File: config.mk
export PLATFORM = sky130hd
export DESIGN_NAME = ts_sync_framer
export DESIGN_NICKNAME = d
export VERILOG_FILES = /design/src/rtl/ts_pkg.sv /design/src/rtl/byte_reg_slice.sv /design/src/rtl/ts_sync_framer.sv
export SDC_FILE = /design/constraint.sdc
export NUM_CORES = 1
export LEC_CHECK = 0
export CORE_AREA = 2 2 71 73
export CTS_CLUSTER_DIAMETER = 50
export DETAILED_ROUTE_END_ITERATION = 12
export DIE_AREA = 0 0 73 75
export PLACE_DENSITY = 0.87
export SYNTH_ARGS = -nofsm -noshare
export SYNTH_HDL_FRONTEND = slang
export SYNTH_SLANG_ARGS = --single-unit
File: constraint.sdc
create_clock -name clock1 -period 4.8 [get_ports clock1]
set_input_delay 0.96 -clock clock1 [delete_from_list [all_inputs] [get_ports clock1]]
set_output_delay 0.96 -clock clock1 [all_outputs]
set_load 0.01 [all_outputs]
File: src/rtl/ts_pkg.sv
// ts_pkg: shared types and constants for the transport-stream sync framer.
// State enum, packet/sync constants and the packet position counter width.
package ts_pkg;

    typedef enum logic [1:0] {
        HUNT,
        VERIFY,
        LOCK
    } ts_state_t;

    localparam int         TS_PKT_LEN   = 204;
    localparam logic [7:0] TS_SYNC      = 8'h47;
    localparam logic [7:0] TS_INV_SYNC  = 8'hB8;
    localparam int         TS_GROUP_LEN = 8;
    localparam int         TS_POS_W     = $clog2(TS_PKT_LEN);

endpackage

File: src/rtl/byte_reg_slice.sv
// byte_reg_slice: one-entry 8-bit rdy/acpt output register, no skid buffer.
// Ports: in_load/in_data (write), in_acpt (room), out_rdy/out_data/out_acpt.
module byte_reg_slice (
    input  logic       clock1,
    input  logic       reset_n,
    input  logic       in_load,
    input  logic [7:0] in_data,
    output logic       in_acpt,
    output logic       out_rdy,
    output logic [7:0] out_data,
    input  logic       out_acpt
);

    // Room exists when empty or when the held byte leaves this cycle.
    assign in_acpt = !out_rdy | out_acpt;

    always_ff @(posedge clock1 or negedge reset_n) begin
        if (!reset_n) begin
            out_rdy  <= 1'b0;
            out_data <= 8'h00;
        end else if (in_load) begin
            out_rdy  <= 1'b1;
            out_data <= in_data;
        end else if (out_acpt) begin
            out_rdy  <= 1'b0;
        end
    end

endmodule

File: src/rtl/ts_sync_framer.sv
// ts_sync_framer: acquires/tracks 0x47 packet sync, regenerates sync bytes
// (0xB8 on first packet of each group) and forwards whole locked packets.
// Ports: clock1, reset_n, di_rdy/di_acpt/di_data in, do_rdy/do_acpt/do_data
// out, locked, sync_err_cnt (saturating missed syncs while locked).
module ts_sync_framer
    import ts_pkg::*;
#(
    parameter int         PKT_LEN    = TS_PKT_LEN,
    parameter int         GROUP_LEN  = TS_GROUP_LEN,
    parameter int         LOCK_CNT   = 3,
    parameter int         UNLOCK_CNT = 3,
    parameter logic [7:0] SYNC_BYTE  = TS_SYNC,
    parameter logic [7:0] INV_SYNC   = TS_INV_SYNC
) (
    input  logic        clock1,
    input  logic        reset_n,
    input  logic        di_rdy,
    output logic        di_acpt,
    input  logic [7:0]  di_data,
    output logic        do_rdy,
    input  logic        do_acpt,
    output logic [7:0]  do_data,
    output logic        locked,
    output logic [15:0] sync_err_cnt
);

    localparam int PW = $clog2(PKT_LEN);
    localparam int GW = $clog2(GROUP_LEN);
    localparam int MC = (LOCK_CNT > UNLOCK_CNT) ? LOCK_CNT : UNLOCK_CNT;
    localparam int CW = $clog2(MC + 1);

    ts_state_t     state, state_n;
    logic [PW-1:0] pos, pos_n;
    logic [GW-1:0] grp, grp_n;
    logic [CW-1:0] good, good_n;
    logic [CW-1:0] miss, miss_n;
    logic [15:0]   err, err_n;

    logic          xfer;
    logic          fwd;
    logic [7:0]    fwd_data;
    logic          is_sync;
    logic          at_sof;
    logic [PW-1:0] pos_inc;
    logic [GW-1:0] grp_inc;
    logic [CW-1:0] good_inc;
    logic [CW-1:0] miss_inc;

    assign xfer     = di_rdy & di_acpt;
    assign is_sync  = (di_data == SYNC_BYTE);
    assign at_sof   = (pos == '0);
    assign pos_inc  = (pos == PW'(PKT_LEN - 1)) ? '0 : pos + 1'b1;
    assign grp_inc  = (grp == GW'(GROUP_LEN - 1)) ? '0 : grp + 1'b1;
    assign good_inc = good + 1'b1;
    assign miss_inc = miss + 1'b1;

    always_ff @(posedge clock1 or negedge reset_n) begin
        if (!reset_n) begin
            state <= HUNT;
            pos   <= '0;
            grp   <= '0;
            good  <= '0;
            miss  <= '0;
            err   <= '0;
        end else begin
            state <= state_n;
            pos   <= pos_n;
            grp   <= grp_n;
            good  <= good_n;
            miss  <= miss_n;
            err   <= err_n;
        end
    end

    always_comb begin
        state_n  = state;
        pos_n    = pos;
        grp_n    = grp;
        good_n   = good;
        miss_n   = miss;
        err_n    = err;
        fwd      = 1'b0;
        fwd_data = di_data;
        if (xfer) begin
            pos_n = pos_inc;
            unique case (state)
                HUNT: begin
                    pos_n = '0;
                    if (is_sync) begin
                        state_n = VERIFY;
                        pos_n   = PW'(1);
                        good_n  = CW'(1);
                    end
                end
                VERIFY: begin
                    if (at_sof) begin
                        if (!is_sync) begin
                            state_n = HUNT;
                            pos_n   = '0;
                            good_n  = '0;
                        end else if (good_inc == CW'(LOCK_CNT)) begin
                            // The confirming sync opens the first group.
                            state_n  = LOCK;
                            good_n   = '0;
                            grp_n    = GW'(1);
                            miss_n   = '0;
                            fwd      = 1'b1;
                            fwd_data = INV_SYNC;
                        end else begin
                            good_n = good_inc;
                        end
                    end
                end
                LOCK: begin
                    fwd = 1'b1;
                    if (at_sof) begin
                        // Sync is rebuilt from grp, never copied from input.
                        fwd_data = (grp == '0) ? INV_SYNC : SYNC_BYTE;
                        grp_n    = grp_inc;
                        if (is_sync) begin
                            miss_n = '0;
                        end else begin
                            miss_n = miss_inc;
                            if (err != 16'hFFFF)
                                err_n = err + 16'd1;
                            if (miss_inc == CW'(UNLOCK_CNT)) begin
                                // Drop this sync so output ends on a packet edge.
                                state_n = HUNT;
                                pos_n   = '0;
                                miss_n  = '0;
                                fwd     = 1'b0;
                            end
                        end
                    end
                end
                default: begin
                    state_n = HUNT;
                    pos_n   = '0;
                end
            endcase
        end
    end

    byte_reg_slice u_out (
        .clock1   (clock1),
        .reset_n  (reset_n),
        .in_load  (xfer & fwd),
        .in_data  (fwd_data),
        .in_acpt  (di_acpt),
        .out_rdy  (do_rdy),
        .out_data (do_data),
        .out_acpt (do_acpt)
    );

    assign locked       = (state == LOCK);
    assign sync_err_cnt = err;

endmodule

* After elaboration in Yosys (flattened, before gate mapping)
Cells that the tools add are included.
Storage, ports and cells: memory bits (read-only) 0, bits in writable memories 0, input port bits 12, latch bits 0, output and inout port bits 27, flip-flop bits (word level) 42, memories kept 0, logic and storage cells 94
Operators by class: shifts and indexed selects 0, bitwise logic cells 4, $add $sub $neg 5, multiplexer cells 50, magnitude comparators 0, reduce and logical (&&, ||, !) cells 11, $mul 0, divide/modulo/power cells 0, equal/unequal tests 16
Operators with widths (count):
- $mux W8 | 12
- $mux W2 | 16
- $pmux W8 S3 | 1
- $add A16 B1 Y16 const B | 1
- $ne A16 B16 Y1 const B | 1
- $pmux W8 S2 | 1
- $mux W3 | 5
- $mux W1 | 10
- $ne A2 B2 Y1 const B | 5
- $add A8 B1 Y8 const B | 1
- $eq A8 B7 Y1 const B | 1
- $eq A8 B8 Y1 const B | 1
- $logic_not A8 Y1 | 1
- $pmux W2 S2 | 2
- $reduce_and A7 Y1 | 1
- $eq A2 B2 Y1 const B | 3
- $pmux W2 S3 | 1
- $pmux W3 S2 | 1
- $reduce_and A6 Y1 | 1
- $reduce_bool A2 Y1 | 3
- $reduce_and A5 Y1 | 1
- $add A2 B1 Y2 const B | 2
- $ne A2 B1 Y1 const B | 2
- $reduce_and A4 Y1 | 1
- other kinds (11) | 12

* Depth between registers and ports, before layout
Gate-level depths: netlist (run 1).
depth after elaboration 9, mapped depth 8, depth with buffers taken out 7

* Hierarchy
From an unflattened synthesis (run 1), not the netlist that was laid out.
Unflattened totals: cell total of the unflattened synthesis 247, area, all modules 2560.0 um2
Modules (own cells, without submodules):
- ts_sync_framer | instances 1, cells an instance 227, area an instance 2190.9 um2, seq. area each 825.8 um2
- byte_reg_slice | instances 1, cells an instance 20, area an instance 369.1 um2, seq. area each 225.2 um2

* Worst setup path before layout (run 1)
No wires, ideal clock.
path kind input to register, from input port di_data[4], to register err[4] (netlist: sync_err_cnt[4]), cell stages on the path 5, setup slack 2293 ps, setup time 129 ps, buffers on the path 0, required time 4671 ps, arrival time 2378 ps, path through or4b_1 -> o21ai_0 -> a2111oi_4 -> and4_1 -> xor2_1
On the way: word-level cells in the longest chain between the ends 3
RTL lines:
- start, declared | RTL line ts_sync_framer.sv:19 | input logic [7:0] di_data,
- $eq A8 B7 Y1 | RTL line ts_sync_framer.sv:50 | assign is_sync = (di_data == SYNC_BYTE);
- $not A1 Y1 (no line)
- $reduce_and A5 Y1 (no line)
- end signal, assigned | RTL line ts_sync_framer.sv:71 | err <= err_n;
- end, declared | RTL line ts_sync_framer.sv:37 | logic [15:0] err, err_n;
Every way passes these cells. A chain may end at the register's enable or synchronous reset.

* Worst setup path in the final report (run 1)
from input port do_acpt, to output port di_acpt
On the way: word-level cells in the longest chain between the ends 1
RTL lines:
- start, declared | RTL line ts_sync_framer.sv:21 | input logic do_acpt,
- $or A1 B1 Y1 | RTL line byte_reg_slice.sv:15 | assign in_acpt = !out_rdy | out_acpt;
- end, declared | RTL line ts_sync_framer.sv:18 | output logic di_acpt,
Every way passes these cells.

==> results.txt, run 1 <==
The run finished with clean final reports. The cell type with the highest occurrence count on the critical path is sky130_fd_sc_hd__clkdlybuf4s50_1. The worst clock skew is 0.00725 ns, and the number of nets with antenna violations after routing is 0. For this run, asynchronously set or reset flops after synthesis account for 100%.

Per report_power, the sequential group accounts for 41.1% of the total. The starting density of the core is 53.3%. The detailed-route wire length per cell was 14.7 µm.

Setup repair after global routing left no endpoint under its margin. The global-route wire length before repair was 8600 µm; the maximum vdd drop was 0.356 mV. The worst-case reg-to-reg path depth was 5; the slew at the pin with the worst max-slew slack was 0.913 ns. Setup slack on the critical path of the routed design comes to 1.71 ns. The clock buffer count from CTS is 5, and the area growth from synthesis to layout is 22.8%.

The final instance count without filler cells came out at 344. The floorplan die area was 5480 µm²; the internal power of the cells was 679 µW. Data arrives at the worst endpoint at 2.13 ns. The run gives 2 as the worst-case clock buffer depth. The tools report the clock share of power as 36.1%. After layout, the design draws a total of 940 µW.

The synthesized area divided by synthesized cell count was 9.98 µm². The cell count after placement was 336; the flip-flop and latch count after synthesis was 42. Of the post-synthesis cell area, the dominant cell type holds 42.3%. Before antenna repair, the detailed router went through 4 iterations. For the worst setup timing slack at the placement stage, the log shows 1.53 ns. At the end of the flow the core is filled with cells to 65.4%. Cell area after layout: 3050 µm². The count of pins on the block boundary is 39, and the cell area after technology mapping is 2480 µm².

The tools report the setup TNS as 0 ns. Of the total power, the share spent switching nets is 27.8%. Placer's final routability congestion estimate: 0.850. Detailed placement finished with a half-perimeter wire length of 3730 µm. STA classifies the critical path endpoint as an output port.

The number of cells traversed by the worst hold path works out to 1. The worst-path cell with the longest stage delay was sky130_fd_sc_hd__clkdlybuf4s50_1. The tightest min-delay check is of the reg2reg type. The run gives 0 as the final max-slew violation count. The relative slew slack came out at 39.1%.

Data on the critical path is required at its endpoint by 3.84 ns. The cell sitting at the root of the clock tree is a sky130_fd_sc_hd__clkbuf_8. The kind of cell with the highest combined delay along the critical path is buffers and inverters. Part of the power in combinational logic: 22.8%.

The placement-stage cell area was 2910 µm². For the max-cap check violation count, the log shows 0. TritonCTS built the clock tree. The number of cells upsized or downsized after cts is 0. Power spread over the standard cell area amounts to 308 nW/µm². After filler insertion, the fill cell instance count of the layout stands at 363.

Together, buffers and inverters on the worst path number 2. The number of global-route vias before repair is 1871, and the reg2reg setup slack is 2.45 ns. The initial antenna violation count is 0, and the maximum clock rate is 324 MHz. For the post-synthesis net count, the log shows 271. The biggest fanout along the worst timing path was 5.

Subtracting the final worst setup slack from the clock period gives 3.09 ns. The die is 73 µm wide. The remaining routing DRC violations came out at 0.

The maximum number of pins on one net before global-route repair came out at 43. On the final layout, the worst hold slack is 0.498 ns. The number of H-tree levels was 2; the buffers inserted during post-CTS setup optimization was 0. For the sequential fraction of the synthesis area, the log shows 42.3%. Global routing used 19.9% of the available tracks across all layers. The number of hold buffers added after CTS was 0.

The clock latency at the later pin of the worst-skew pair is 0.29 ns. The total area inside the core boundary comes to 4660 µm². The number of warnings printed during yosys synthesis came out at 0. In this run, the number of DRC markers left after iteration 0 of detailed routing was 107. The source of the worst hold timing path is sync_err_cnt[15]$_DFFE_PN0P_. Traced cell by cell, the critical path runs through clkdlybuf4s50_1 > nand2b_1 > clkdlybuf4s50_1. For the net switching power of the design, the log shows 261 µW. The critical path class is in2out.

The worst register-to-register path begins at state[0]$_DFFE_PN0P_. The logs give 0 for the total of endpoints with negative setup slack in the final report and 0 for the final hold violation count. The total overflow left after global routing is 0. For the number of core rows, the log shows 25.

The kind of launch point of the worst setup path is a primary input. Dividing the detail-routed via count by the number of cells gives 5.83. In this run the tool buffered the top-level ports with 38 buffer cells. The worst path uses 64.3% of the clock period. The floorplan step set the die height to 75 µm.

The leading register cell type out of synthesis is sky130_fd_sc_hd__dfrtp_1. The tools report the number of vias in the routed layout as 2004. Of the cells placed in the final design, the portion with a size suffix greater than 1 is 9.66%. Yosys mapped the design onto 60 distinct sky130hd cell types. In this run, synthesis inferred 0 flip-flops with an integrated enable. The leakage power summed over all cells is 1.27 nW, and the clock slew seen by the registers of the worst setup and hold paths is 0.07 ns.

Net count of the finished layout: 311. The sink count of the clock tree is 42. The endpoint of the lowest-slack register-to-register path was sync_err_cnt[1]$_DFFE_PN0P_.

The end point of the most critical hold path was sync_err_cnt[15]$_DFFE_PN0P_. The routed design has 5060 µm of wire. Summed over all instances, the cell type with the most area after synthesis is sky130_fd_sc_hd__dfrtp_1. Synthesis handed over a netlist of 249 instances. Yosys attributes the largest share of cell area to sky130_fd_sc_hd__dfrtp_1, sky130_fd_sc_hd__ha_1, sky130_fd_sc_hd__nand2_1, sky130_fd_sc_hd__xnor2_1, sky130_fd_sc_hd__mux2i_1. 0 antenna diodes ended up in the layout. The largest single stage delay on the critical path is 0.56 ns.
final cells by class:
| type | instances | area, µm² | area share (%) |
|---|---|---|---|
| Multi-Input combinational cell | 186 | 1350 | 44.4 |
| Clock buffer | 6 | 82.6 | 2.71 |
| Clock inverter | 2 | 60.1 | 1.97 |
| Timing Repair Buffer | 38 | 375 | 12.3 |
| Sequential cell | 42 | 1050 | 34.5 |
| Tap cell | 54 | 67.6 | 2.21 |
| Inverter | 16 | 60.1 | 1.97 |
synthesized netlist by cell type, types with 3 or more instances:
| cell | instances |
|---|---|
| sky130_fd_sc_hd__nor2_1 | 12 |
| sky130_fd_sc_hd__o21ai_0 | 5 |
| sky130_fd_sc_hd__nand3_1 | 13 |
| sky130_fd_sc_hd__nand4_1 | 3 |
| sky130_fd_sc_hd__o22ai_1 | 5 |
| sky130_fd_sc_hd__a22oi_1 | 4 |
| sky130_fd_sc_hd__inv_1 | 16 |
| sky130_fd_sc_hd__clkbuf_1 | 4 |
| sky130_fd_sc_hd__and3_1 | 3 |
| sky130_fd_sc_hd__xor2_1 | 5 |
| sky130_fd_sc_hd__ha_1 | 10 |
| sky130_fd_sc_hd__nor3_1 | 8 |
| sky130_fd_sc_hd__mux2i_1 | 8 |
| sky130_fd_sc_hd__a21oi_1 | 6 |
| sky130_fd_sc_hd__nor2b_1 | 4 |
| sky130_fd_sc_hd__nand2_1 | 27 |
| sky130_fd_sc_hd__o211ai_1 | 5 |
| sky130_fd_sc_hd__mux2_2 | 5 |
| sky130_fd_sc_hd__dfrtp_1 | 42 |
| sky130_fd_sc_hd__xnor2_1 | 10 |
| sky130_fd_sc_hd__a2bb2oi_1 | 3 |
| sky130_fd_sc_hd__a22o_1 | 3 |
cell usage in the layout, fill, tap and decap left out, drive strengths merged, types with 4 or more instances in the layout:
| cell type | netlist | final |
|---|---|---|
| nor3 | 9 | 9 |
| a22oi | 4 | 4 |
| inv | 16 | 16 |
| clkdlybuf4s50 | 0 | 37 |
| o22ai | 5 | 5 |
| o21ai | 6 | 6 |
| o211ai | 5 | 5 |
| nor2 | 13 | 13 |
| nor2b | 4 | 4 |
| mux2i | 8 | 8 |
| ha | 10 | 10 |
| a21oi | 7 | 7 |
| nand3 | 13 | 13 |
| mux2 | 5 | 5 |
| nand2 | 28 | 28 |
| xor2 | 5 | 5 |
| xnor2 | 10 | 10 |
| dfrtp | 42 | 42 |
| clkbuf | 4 | 6 |
state kept, by name, indices dropped and copies added, names as in the netlist:
| name | cells |
|---|---|
| u_out.out_rdy | 1 |
| grp | 3 |
| u_out.out_data | 8 |
| pos | 8 |
| good | 2 |
| miss | 2 |
| sync_err_cnt | 16 |
| state | 2 |
power by group through the flow:
stage               Sequential (mW)  Combinational [mW]  Clock [mW]
floorplan                     0.391               0.158           0
global placement              0.392               0.209           0
detailed placement            0.392               0.212           0
CTS                           0.386               0.214       0.345
global route                  0.388               0.241       0.359
finish                        0.386               0.214       0.339
cells by family after synthesis:
family / after synthesis / share of synthesized area [%]
adders and majority gates: 10 / 5.04
buffers and inverters: 21 / 3.22
and+or+nand+nor: 96 / 21.7
xor gates and xnor gates: 15 / 5.29
AOI/OAI and AO/OA: 52 / 17.0
muxes: 13 / 5.49
DFF: 42 / 42.3
worst max path at each step:
stage / from / endpoint / slack [ns] / cells after the start
after floorplan: di_data[4] / sync_err_cnt[4]$_DFFE_PN0P_ / 2.29 / 5
after global placement: do_acpt / sync_err_cnt[1]$_DFFE_PN0P_ / 1.61 / 5
after detailed placement: do_acpt / sync_err_cnt[1]$_DFFE_PN0P_ / 1.53 / 5
after CTS: do_acpt / di_acpt / 1.70 / 3
after global routing: do_acpt / di_acpt / 1.62 / 3
final: do_acpt / di_acpt / 1.71 / 3
routing by layer:
metal  routed length (µm)  global-route usage, %  up-vias  part of all wire [%]
met1                 2350                   26.2      970                    46
met3                  182                   4.28        6                   3.6
met2                 2470                   33.2       47                    49
met5                    0                      0        -                     0
met4                   59                   5.97        0                   1.2
li1                     -                      -      981                     -
Power figures use the tool's default switching activity.
==> run 2: changes to the inputs <==
==> constraint.sdc (replaced) <==
create_clock -name clock1 -period 3 [get_ports clock1]
set_input_delay 0.6 -clock clock1 [delete_from_list [all_inputs] [get_ports clock1]]
set_output_delay 0.6 -clock clock1 [all_outputs]
set_load 0.01 [all_outputs]
==> run 2 against run 1 <==
Routed wire length rose by 5.1%. Critical path depth did not move. Global-route usage rose by 0.46 points. Combinational power rose by 68%. Cell area fell by 1.2%. Sequential share of layout area rose by 0.41 points. Total power rose by 44%. Clock skew fell by 0.0020 ns. Flip-flop and latch count did not move. Die area did not move. Final cell count rose by 0.58%. Critical path type is now reg2out. Largest cell class unchanged. Largest power group unchanged.
==> results.txt, run 2 (synthesized netlist as in run 1, its figures left out) <==
Setup repair after global routing left no endpoint under its margin. The ratio of total power to cell area was 449 nW/µm². In this run the critical register-to-register path is launched from state[0]$_DFFE_PN0P_. For this block, the via count after detailed routing is 2054.

The internal power of the cells was 925 µW; the final max-slew violation count was 0. The post-route minimum period was 2.50 ns. In the routed design, unresolved DRC markers number 0. The repair_antennas step left the layout with diodes totalling 0. In the final design database the tool counted 313 nets. In this run the static leakage power is 1.25 nW. The tools report the maximum number of pins on one net before global-route repair as 43.

The fraction of layout instances using a drive strength above 1 came out at 9.93%. The number of input and output port buffers inserted works out to 38. Registers are responsible for 45.7% of the overall power. Static timing analysis puts the maximum clock frequency at 401 MHz. After detailed routing, the average wire length per cell comes to 15.4 µm.

The run gives 2023 as the number of global-route vias before repair. The critical path in this run is classified as reg2out. The number of flip-flops in the largest register is 16, and the part of the power in combinational logic is 26.6%. The first detailed-routing pass ran for 5 iterations.

The flow ran to the end, and the final reports show no timing, DRC or antenna violations. Worst setup margin: 0.503 ns. The largest incremental delay on the critical path came out at 0.63 ns. The run gives 42 as the sink count of the clock tree. The tools report the max-cap check violation count as 0. After the flow finishes, the layout carries non-filler instances totaling 346. The number of buffers added to fix hold violations after cts was 0; the global-route wire length before repair was 8920 µm. The buffers inserted during post-CTS setup optimization is 0, and the floorplan die area is 5480 µm². The clock slew seen by the registers of the worst setup and hold paths came out at 0.08 ns. The final core utilization is 64.7%, and the number of H-tree levels is 2. The number of core rows came out at 25. The total of endpoints with negative setup slack in the final report is 0, and the biggest fanout along the worst timing path is 12. In this run the deepest clock path goes through 2 buffers. The starting density of the core was 53.3%. Measured along the y axis, the die boundary spans 75 µm.

Data arrives at the worst endpoint at 1.90 ns. The largest individual stage delay along the critical path comes from the cell sky130_fd_sc_hd__clkdlybuf4s50_1. The kind of cell with the highest combined delay along the critical path is buffers and inverters. Global routing consumed, over all layers together, 20.4% of the routing resources. The logs give 0.29 ns for the clock latency at the later pin of the worst-skew pair and 0 for the initial antenna violation count. At the end of routability-driven placement, the weighted congestion stood at 0.821. At the placement stage, the worst setup path has a slack of 0.225 ns. Total power for the finished layout comes to 1.35 mW.

39 I/O pins were placed. Once detailed placement completed, the half-perimeter wirelength came to 3890 µm. Once layout is done, the placed cells without fillers occupy 3010 µm².

The clock network burns 27.7% of the power. In the layout the commonest cells are sky130_fd_sc_hd__dfrtp_1, sky130_fd_sc_hd__clkdlybuf4s50_1, sky130_fd_sc_hd__nand2_1. In this run the horizontal extent of the chip is 73 µm.

The count of nets left with antenna violations once routing finished came out at 0. The minimum hold slack came out at 0.445 ns. The number of buffer and inverter instances along the worst setup path is 2, and the final period utilization is 83.2%.

The final hold violation count was 0; the cell count after placement was 338. The net switching power of the design is 430 µW, and the area growth from synthesis to layout is 21.3%. After detailed placement, the total cell area comes to 2920 µm². In this run the register-to-register setup slack is 0.67 ns.

The logs give 0 for the global-route congestion overflow total and 2.40 ns for the required arrival time at the worst endpoint. The worst-case IR drop observed on VDD is 0.317 mV. The core outline area was 4660 µm².

The worst-case reg-to-reg path depth came out at 6. TritonCTS built the clock tree. The switching fraction of total power works out to 31.7%. The number of DRC violations after detailed-routing iteration 0 came out at 129.

The relative slew slack is 37.0%. The worst setup path is captured at an output port. Counting the buffers created by CTS gives 5.

The most common cell after layout, fill and taps aside is sky130_fd_sc_hd__dfrtp_1. Endpoint of the lowest-slack register-to-register path: sync_err_cnt[4]$_DFFE_PN0P_. For the final routed database, the setup TNS stands at 0 ns.

Traced cell by cell, the critical path runs through inv_1 > ha_1 > clkdlybuf4s50_1. The logs give 0 for the number of cells upsized or downsized after cts and 0.00528 ns for the worst clock skew. Number of vias per cell after detailed routing: 5.94.

The worst hold-check path type is in2async. STA classifies the critical path startpoint as a flip-flop. After detailed routing, the total wire length is 5320 µm. The library cell used as clock root buffer was sky130_fd_sc_hd__clkbuf_8.

The slew at the pin with the worst max-slew slack is 0.945 ns.
run 2: worst max path at each step:
stage	startpoint	endpoint	depth (start not counted)
after floorplan	state[0]$_DFFE_PN0P_	sync_err_cnt[1]$_DFFE_PN0P_	6
after global placement	di_data[4]	sync_err_cnt[4]$_DFFE_PN0P_	6
after detailed placement	di_data[5]	u_out.out_data[2]$_DFFE_PN0P_	6
after CTS	di_data[5]	u_out.out_data[2]$_DFFE_PN0P_	6
after global routing	di_data[5]	u_out.out_data[4]$_DFFE_PN0P_	6
final	state[0]$_DFFE_PN0P_	locked	3
run 2: per-layer routing:
metal	routed length [µm]	part of all wire [%]	track usage (%)	vias to the layer above
met2	2670	50	33.5	54
li1	-	-	-	988
met5	0	0	0	-
met4	108	2.0	8.85	0
met3	208	3.9	3.08	11
met1	2330	44	26.9	1001
run 2: power groups by stage:
stage / Sequential [mW] / Combinational (mW) / Clock (mW)
2_1_floorplan: 0.625 / 0.253 / 0
3_3_place_gp: 0.627 / 0.344 / 0
3_5_place_dp: 0.629 / 0.356 / 0
4_1_cts: 0.617 / 0.361 / 0.382
5_1_grt: 0.623 / 0.396 / 0.401
6_report: 0.619 / 0.360 / 0.375
run 2: layout make-up:
| type | instances | area (µm²) |
|---|---|---|
| inverter | 16 | 60.1 |
| tap | 54 | 67.6 |
| fill | 380 | 1650 |
| multi-input combinational | 186 | 1350 |
| timing repair buffer | 40 | 390 |
| sequential | 42 | 1050 |
| clock buffer | 7 | 86.3 |
| clock inverter | 1 | 5.00 |
